### config.mk
export PLATFORM = sky130hd
export DESIGN_NAME = dma_w_arb_flat
export DESIGN_NICKNAME = d
export VERILOG_FILES = /design/src/rtl/dma_w_arb_if.sv /design/src/rtl/dma_w_arb.sv /design/src/flat_wrapper.sv
export SDC_FILE = /design/constraint.sdc
export NUM_CORES = 1
export LEC_CHECK = 0
export CAP_MARGIN = 0
export CORE_AREA = 2 2 195 197
export DETAILED_ROUTE_END_ITERATION = 7
export DIE_AREA = 0 0 197 199
export GPL_ROUTABILITY_DRIVEN = 0
export MAX_ROUTING_LAYER = met4
export PLACE_DENSITY = 0.56
export SLEW_MARGIN = 20
export SYNTH_ARGS = -nofsm -noshare
export SYNTH_HDL_FRONTEND = slang
export SYNTH_SLANG_ARGS = --single-unit
### constraint.sdc
create_clock -name usr_clk -period 8.9 [get_ports usr_clk]
set_clock_uncertainty 0.15 [all_clocks]
set_input_delay 2.225 -clock usr_clk [delete_from_list [all_inputs] [get_ports usr_clk]]
set_output_delay 2.225 -clock usr_clk [all_outputs]
set_load 0.005 [all_outputs]
### src/rtl/dma_w_arb_if.sv
// dma_w_arb_if: requester-side and engine-side signals of the write-DMA arbiter.
// master = requesters/engine side, slave = arbiter side.
interface dma_w_arb_if #(parameter int NREQ = 4);
  localparam int IDW = $clog2(NREQ);
  logic [NREQ-1:0]    req_valid;
  logic [NREQ-1:0]    req_ready;
  logic [NREQ-1:0]    req_done;
  logic [NREQ*32-1:0] req_src_sa;
  logic [NREQ*32-1:0] req_dst_sa;
  logic [NREQ*32-1:0] req_len;
  logic               eng_cfg_valid;
  logic               eng_cfg_ready;
  logic [31:0]        eng_src_sa;
  logic [31:0]        eng_dst_sa;
  logic [31:0]        eng_len;
  logic               busy;
  logic [IDW-1:0]     cur_id;
  modport master (
    output req_valid, req_src_sa, req_dst_sa, req_len, eng_cfg_ready,
    input  req_ready, req_done, eng_cfg_valid, eng_src_sa, eng_dst_sa, eng_len, busy, cur_id
  );
  modport slave (
    input  req_valid, req_src_sa, req_dst_sa, req_len, eng_cfg_ready,
    output req_ready, req_done, eng_cfg_valid, eng_src_sa, eng_dst_sa, eng_len, busy, cur_id
  );
endinterface

### src/rtl/dma_w_arb.sv
// dma_w_arb: round-robin arbiter feeding requests to a DMA write engine as segments.
// Define DMA_W_ARB_SPLIT_EN to split segments at SEG_MAX destination boundaries.
module dma_w_arb #(
  parameter int NREQ      = 4,
  parameter int AXI_BYTES = 16,
  parameter int SEG_MAX   = 4096
) (
  input logic          usr_clk,
  input logic          usr_reset_n,
  dma_w_arb_if.slave   bus
);
  localparam int IDW = $clog2(NREQ);
  localparam logic [31:0] AMASK = ~(32'(AXI_BYTES) - 32'd1);
  typedef enum logic [1:0] {IDLE, ISSUE, DONE} state_t;
  state_t          state_q, state_d;
  logic [IDW-1:0]  rr_ptr_q, rr_ptr_d, cur_id_q, cur_id_d, win, cand;
  logic [31:0]     src_q, src_d, dst_q, dst_d, len_q, len_d, seg_len, win_len;
  logic [NREQ-1:0] ready, done;
  logic            any, cfg_valid;
  always_comb begin
    win = '0;
    any = 1'b0;
    for (int k = NREQ - 1; k >= 0; k--) begin
      cand = IDW'((int'(rr_ptr_q) + k) % NREQ);
      if (bus.req_valid[cand]) begin
        win = cand;
        any = 1'b1;
      end
    end
  end
`ifdef DMA_W_ARB_SPLIT_EN
  logic [32:0] room;
  assign room    = 33'(SEG_MAX) - ({1'b0, dst_q} & 33'(SEG_MAX - 1));
  assign seg_len = ({1'b0, len_q} < room) ? len_q : room[31:0];
`else
  assign seg_len = len_q;
`endif
  assign win_len = bus.req_len[32*win +: 32] & AMASK;
  always_comb begin
    state_d   = state_q;
    rr_ptr_d  = rr_ptr_q;
    cur_id_d  = cur_id_q;
    src_d     = src_q;
    dst_d     = dst_q;
    len_d     = len_q;
    ready     = '0;
    done      = '0;
    cfg_valid = 1'b0;
    case (state_q)
      IDLE: if (any) begin
        ready[win] = 1'b1;
        cur_id_d   = win;
        rr_ptr_d   = (win == IDW'(NREQ - 1)) ? '0 : win + 1'b1;
        src_d      = bus.req_src_sa[32*win +: 32] & AMASK;
        dst_d      = bus.req_dst_sa[32*win +: 32] & AMASK;
        len_d      = win_len;
        state_d    = (win_len == 32'd0) ? DONE : ISSUE;
      end
      ISSUE: begin
        cfg_valid = 1'b1;
        if (bus.eng_cfg_ready) begin
          src_d = src_q + seg_len;
          dst_d = dst_q + seg_len;
          len_d = len_q - seg_len;
          if (len_q == seg_len) begin
            done[cur_id_q] = 1'b1;
            state_d        = IDLE;
          end
        end
      end
      DONE: begin
        done[cur_id_q] = 1'b1;
        state_d        = IDLE;
      end
      default: state_d = IDLE;
    endcase
  end
  always_ff @(posedge usr_clk or negedge usr_reset_n) begin
    if (!usr_reset_n) begin
      state_q  <= IDLE;
      rr_ptr_q <= '0;
      cur_id_q <= '0;
      src_q    <= '0;
      dst_q    <= '0;
      len_q    <= '0;
    end else begin
      state_q  <= state_d;
      rr_ptr_q <= rr_ptr_d;
      cur_id_q <= cur_id_d;
      src_q    <= src_d;
      dst_q    <= dst_d;
      len_q    <= len_d;
    end
  end
  assign bus.req_ready     = ready;
  assign bus.req_done      = done;
  assign bus.eng_cfg_valid = cfg_valid;
  assign bus.eng_src_sa    = src_q;
  assign bus.eng_dst_sa    = dst_q;
  assign bus.eng_len       = seg_len;
  assign bus.busy          = (state_q != IDLE);
  assign bus.cur_id        = cur_id_q;
endmodule
### src/flat_wrapper.sv
// flat-port wrapper written by rule: the top's interface ports become plain ports
module dma_w_arb_flat 
#(
  parameter int NREQ      = 4,
  parameter int AXI_BYTES = 16,
  parameter int SEG_MAX   = 4096
)
  (usr_clk, usr_reset_n, bus_req_valid, bus_req_src_sa, bus_req_dst_sa, bus_req_len, bus_eng_cfg_ready, bus_req_ready, bus_req_done, bus_eng_cfg_valid, bus_eng_src_sa, bus_eng_dst_sa, bus_eng_len, bus_busy, bus_cur_id);
  dma_w_arb_if #(.NREQ(NREQ)) bus_i ();
  input logic usr_clk;
  input logic usr_reset_n;
  input wire logic [$bits(bus_i.req_valid)-1:0] bus_req_valid;
  input wire logic [$bits(bus_i.req_src_sa)-1:0] bus_req_src_sa;
  input wire logic [$bits(bus_i.req_dst_sa)-1:0] bus_req_dst_sa;
  input wire logic [$bits(bus_i.req_len)-1:0] bus_req_len;
  input wire logic [$bits(bus_i.eng_cfg_ready)-1:0] bus_eng_cfg_ready;
  output wire logic [$bits(bus_i.req_ready)-1:0] bus_req_ready;
  output wire logic [$bits(bus_i.req_done)-1:0] bus_req_done;
  output wire logic [$bits(bus_i.eng_cfg_valid)-1:0] bus_eng_cfg_valid;
  output wire logic [$bits(bus_i.eng_src_sa)-1:0] bus_eng_src_sa;
  output wire logic [$bits(bus_i.eng_dst_sa)-1:0] bus_eng_dst_sa;
  output wire logic [$bits(bus_i.eng_len)-1:0] bus_eng_len;
  output wire logic [$bits(bus_i.busy)-1:0] bus_busy;
  output wire logic [$bits(bus_i.cur_id)-1:0] bus_cur_id;
  assign bus_i.req_valid = bus_req_valid;
  assign bus_i.req_src_sa = bus_req_src_sa;
  assign bus_i.req_dst_sa = bus_req_dst_sa;
  assign bus_i.req_len = bus_req_len;
  assign bus_i.eng_cfg_ready = bus_eng_cfg_ready;
  assign bus_req_ready = bus_i.req_ready;
  assign bus_req_done = bus_i.req_done;
  assign bus_eng_cfg_valid = bus_i.eng_cfg_valid;
  assign bus_eng_src_sa = bus_i.eng_src_sa;
  assign bus_eng_dst_sa = bus_i.eng_dst_sa;
  assign bus_eng_len = bus_i.eng_len;
  assign bus_busy = bus_i.busy;
  assign bus_cur_id = bus_i.cur_id;
  dma_w_arb #(.NREQ(NREQ), .AXI_BYTES(AXI_BYTES), .SEG_MAX(SEG_MAX)) u_core (.usr_clk(usr_clk), .usr_reset_n(usr_reset_n), .bus(bus_i));
endmodule
# [After elaboration in Yosys (flattened, before gate mapping)]
# Cells that the tools add are included.
[op_classes] add_sub_neg=7 n_lt_le_gt_ge=8 n_eq_ne=5 n_shift=3 mux=39 n_reduce_logical=9
[ops] op="128-bit by 8-bit indexed part select with 32-bit output" count=3
[ops] op="32-bit 2-to-1 mux" count=6
[ops] op="32-bit one-hot mux with 2 select lines" count=3
[ops] op="32-bit adder" count=2
[ops] op="32-bit zero test" count=1
[ops] op="32-bit subtractor" count=1
[ops] op="2-bit by 3-bit less-than comparator with 1-bit output, second input constant" count=6
[ops] op="2-bit 2-to-1 mux" count=8
[ops] op="4-bit 2-to-1 mux" count=3
[ops] op="1-bit 2-to-1 mux" count=11
[ops] op="1-bit binary-select mux with 2-bit select" count=4
[ops] op="4-bit one-hot mux with 2 select lines" count=1
[ops] op="2-bit by 1-bit adder with 2-bit output, second input constant" count=2
[ops] op="2-bit adder, second input constant" count=2
[ops] op="1-bit demux with 2-bit select" count=2
[ops] op="2-bit equality test, second input constant" count=2
[ops] op="2-bit by 1-bit >= comparator with 1-bit output, second input constant" count=2
[ops] op="2-bit one-hot mux with 2 select lines" count=1
[ops] op="2-bit AND reduction" count=2
[ops] op="2-bit nonzero test" count=2
[ops] op="3-bit AND reduction" count=1
[ops] op="2-bit by 1-bit equality test with 1-bit output, second input constant" count=1
[ops] op="1-bit logical AND" count=2
[ops] op="2-bit zero test" count=1
[ops] op="2 further kinds" count=2
[word_totals] register_bits=102 output_inout_bits=108

# [Logic depth before layout (Yosys ltp)]
[depth] word_depth=13 ltp_mapped=14

# [Least setup slack after synthesis]
# Ideal clock, no wire load.
[synth_timing] path_type="input-to-output" from="input bus_req_valid[2]" to="output bus_req_ready[0]" arrival_ns=3.932 t_required_ns=6.525 slack_ns=2.593 cell_stages=10 cell_sequence="mux2i_1 nor2_1 nor3_4 buf_2 buf_2 inv_2 clkbuf_1 clkbuf_1 ha_1 and2_1"
[synth_via] elab_chain_len=12 word_cells_on_any_way=23 cone_classes="order compare (2); mux (20); reduce/logical (1)"
[synth_rtl] item="from (decl)" line="flat_wrapper.sv:12" text="input wire logic [$bits(bus_i.req_valid)-1:0] bus_req_valid;"
[synth_rtl] item="1-bit binary-select mux with 2-bit select" line="dma_w_arb.sv:25" text="if (bus.req_valid[cand]) begin"
[synth_rtl] item="1-bit 2-to-1 mux (implied by the code)" line="dma_w_arb.sv:25"
[synth_rtl] item="2-bit 2-to-1 mux (4 in series)" line="dma_w_arb.sv:25"
[synth_rtl] item="2-bit by 3-bit less-than comparator with 1-bit output (implied by the code) / 2-bit by 1-bit >= comparator with 1-bit output (equally long branches)" line="dma_w_arb.sv:51" text="ready[win] = 1'b1;"
[synth_rtl] item="1-bit logical AND (implied by the code)" line="dma_w_arb.sv:51"
[synth_rtl] item="1-bit 2-to-1 mux (implied by the code)" line="dma_w_arb.sv:51"
[synth_rtl] item="1-bit demux with 2-bit select"
[synth_rtl] item="4-bit 2-to-1 mux *" line="dma_w_arb.sv:50" text="IDLE: if (any) begin"
[synth_rtl] item="4-bit 2-to-1 mux *" line="dma_w_arb.sv:49" text="case (state_q)"
[synth_rtl] item="to (decl)" line="flat_wrapper.sv:17" text="output wire logic [$bits(bus_i.req_ready)-1:0] bus_req_ready;"
# Every way passes the cells marked *; elsewhere a longest branch is shown, timed or not. The select of a mux whose other input is x is not followed.

# [Final worst setup path]
[layout_timing] from="input bus_req_valid[0]" to="output bus_req_ready[2]"
# Same word-level chain as after synthesis.

==> metrics.yaml <==
status: "complete, no violations"
fin_crit_sh: 0.776
synth_edf_count: 0
ys_top_cells_by_count: "nand2_1 (372), dfrtp_1 (98), a21oi_1 (83), and3_1 (61), ha_1 (61)"
grt_util_all_layers: 0.205
worstSetupPathType: "in2out"
end_kind: "primary output"
setup_viol: 0
grt-ovfl-total: 0
port_buffers: 446
avgSynthCellArea_um2: 7.39
place_hpwl_mm: 32.6
switching_share: 0.489
antenna_found_initial: 2
finalHoldViolCount: 0
p_leak_nw: 6.16
synth.distinct_cells: 59
initial_core_util: 0.248
dp_cells: 2093
num_vias: 10400
multiInputGateArea_um2: 6320
hp-class: "reg2reg"
syn_inst: 1243
ios: 499
nNetsFinal: 2082
cts_hold_buf: 0
synth-seq-cells: 98
fp-row-count: 71
start_kind: "input port"
grt_pass1_wl_mm: 58.9
holdWs_ps: 337
ys_seq_area_frac: 0.267
path_clk_slew_ps: 70
syn_area_um2: 9190
syn_to_final_growth_pct: 55.4
path_max_fanout: 9
htreeDepth: 3
viasPerCell: 4.92
ys.flop_type: "dfrtp_1"
die_h_um: 199
yosysTopAreaCell: "dfrtp_1"
grt_setup_unrepaired: "no"
pwr-share-comb: 0.708
powerDensity_nw_per_um2: 316
tightest_slew_ps: 1040
drive_gt1_frac: 0.0355
routedWlPerCell_um: 19.4
power_frac_seq: 0.199
worst-r2r-setup-slack_ps: 4750
cts_buffers: 9
max-slew-margin-rel: 0.305
dieArea_um2: 39200
p_int_mw: 2.31
ant_nets: 0
grt_pass1_vias: 9866
core_um2: 37100
irDropWorstVdd_v: 0.000140
drcViolationCount: 0
fillers: 3942
clock_latency_ps: 350
netSwitchingPower_mw: 2.21
drt-initial-drc-count: 691
finalCriticalPeriod_ps: 6910
slew_viol_final: 0
synthArstFlopShare: 1.00
die_w_um: 197
cts_setup_buffers: 0
max_freq_ghz: 0.145
fin_setup_tns_ps: 0
clkPwrFrac: 0.094
crit_arrival_ps: 4530
cts_tree: "yes"
firstDrtPassIters: 5
regArea_um2: 2450
synth_top_cell_area_share: 0.267
final_core_util: 0.385
cts.repair.resized: 0
instances_no_fill: 2110
critical_path_required_ps: 6530
ys_top_cells_by_area: "dfrtp_1 (27%), nand2_1 (15%), ha_1 (8.3%), a21oi_1 (4.5%), mux2i_1 (4.4%)"
detail_route.wirelength_mm: 41.0
clock_path_buffers: 2
yosysMostFrequentCell: "nand2_1"
cts_sinks: 98
synth_warnings: 0
cts_root_buffer: "clkbuf_16"
grt_max_degree: 91
maxCapViolCount: 0
## cells in the final DEF (no fill, tap or decap), types with 12 or more instances in the layout
cell,n
clkdlybuf4s50_1,445
nand2_1,372
dfrtp_1,98
a21oi_1,83
and3_1,61
ha_1,60
o21ai_1,57
o21ai_0,52
mux2i_1,40
a311oi_1,40
nor2_1,26
nand3_1,26
a31oi_1,24
xor2_1,24
xnor2_1,20
and2_1,17
mux2_2,17
buf_4,14
a21o_1,13
inv_1,12
## logic make-up (layout without fill, tap and decap cells)
| logic type | after synthesis | in the layout | synth area share |
|---|---|---|---|
| adder cells (fa/ha/maj) | 61 | 61 | 0.0830 |
| buffers and inverters | 101 | 490 | 0.0516 |
| flip-flops | 98 | 98 | 0.267 |
| AO/OA/AOI/OAI | 327 | 327 | 0.221 |
| XOR/XNOR | 44 | 44 | 0.0419 |
| other | 1 | 5 | 0.000408 |
| AND/OR/NAND/NOR | 549 | 549 | 0.265 |
| multiplexers | 62 | 62 | 0.0705 |
## area by class of cell
type,instances,share of cell area
diodes,1,0.000175
clock buffers,11,0.0170
clock inverters,5,0.00429
inverters,15,0.00412
multi-input cells,1047,0.442
flip-flops and latches,98,0.172
well taps,474,0.0415
repair buffers,459,0.319
## through the flow
stage / worst slack, ps / total power [mW] / instance area [um^2]
2_1_floorplan: 2590 / 2.86 / 9200
3_3_place_gp: 2090 / 4.08 / 14000
3_5_place_dp: 2020 / 4.13 / 14000
4_1_cts: 2010 / 4.57 / 14300
5_1_grt: 1750 / 4.94 / 14300
6_report: 1990 / 4.51 / 14300
## state kept, by name, indices dropped and copies added (netlist names)
name                   count
u_core.state_q             2
u_core.bus.eng_len        28
u_core.bus.cur_id          2
u_core.bus.eng_src_sa     32
u_core.rr_ptr_q            2
u_core.bus.eng_dst_sa     32
## worst max-delay path, cell delays in order
cell and delay [ps]:
clkdlybuf4s50_1 480, nor4_1 770, nor2_1 330, and2_1 260, clkdlybuf4s50_1 460
## worst paths after layout
path / start / endpoint / depth (start not counted)
worst max-delay path: bus_req_valid[0] / bus_req_ready[2] / 5
worst min register to register: u_core.bus.eng_dst_sa[2] / u_core.bus.eng_dst_sa[2] / 1
min in group asynchronous: usr_reset_n / u_core.bus.eng_src_sa[25] / 1
worst max register to register: u_core.rr_ptr_q[1] / u_core.state_q[0] / 11
worst min-delay path: u_core.bus.eng_dst_sa[2] / u_core.bus.eng_dst_sa[2] / 1
max in group asynchronous: usr_reset_n / u_core.bus.eng_len[27] / 2
## power by group through the flow
stage          Sequential, mW  Clock, mW  Combinational (mW)
2_1_floorplan           0.814          0                2.05
6_report                0.898      0.422                3.19
3_5_place_dp            0.913          0                3.21
5_1_grt                 0.933      0.454                3.55
3_3_place_gp            0.908          0                3.17
4_1_cts                 0.905      0.438                3.23
## routing by layer
layer	wire length [um]	global-route usage
met1	19000	0.269
met2	19300	0.330
met3	1810	0.0263
met4	888	0.0588
met5	0	-
Power figures use the tool's default switching activity.
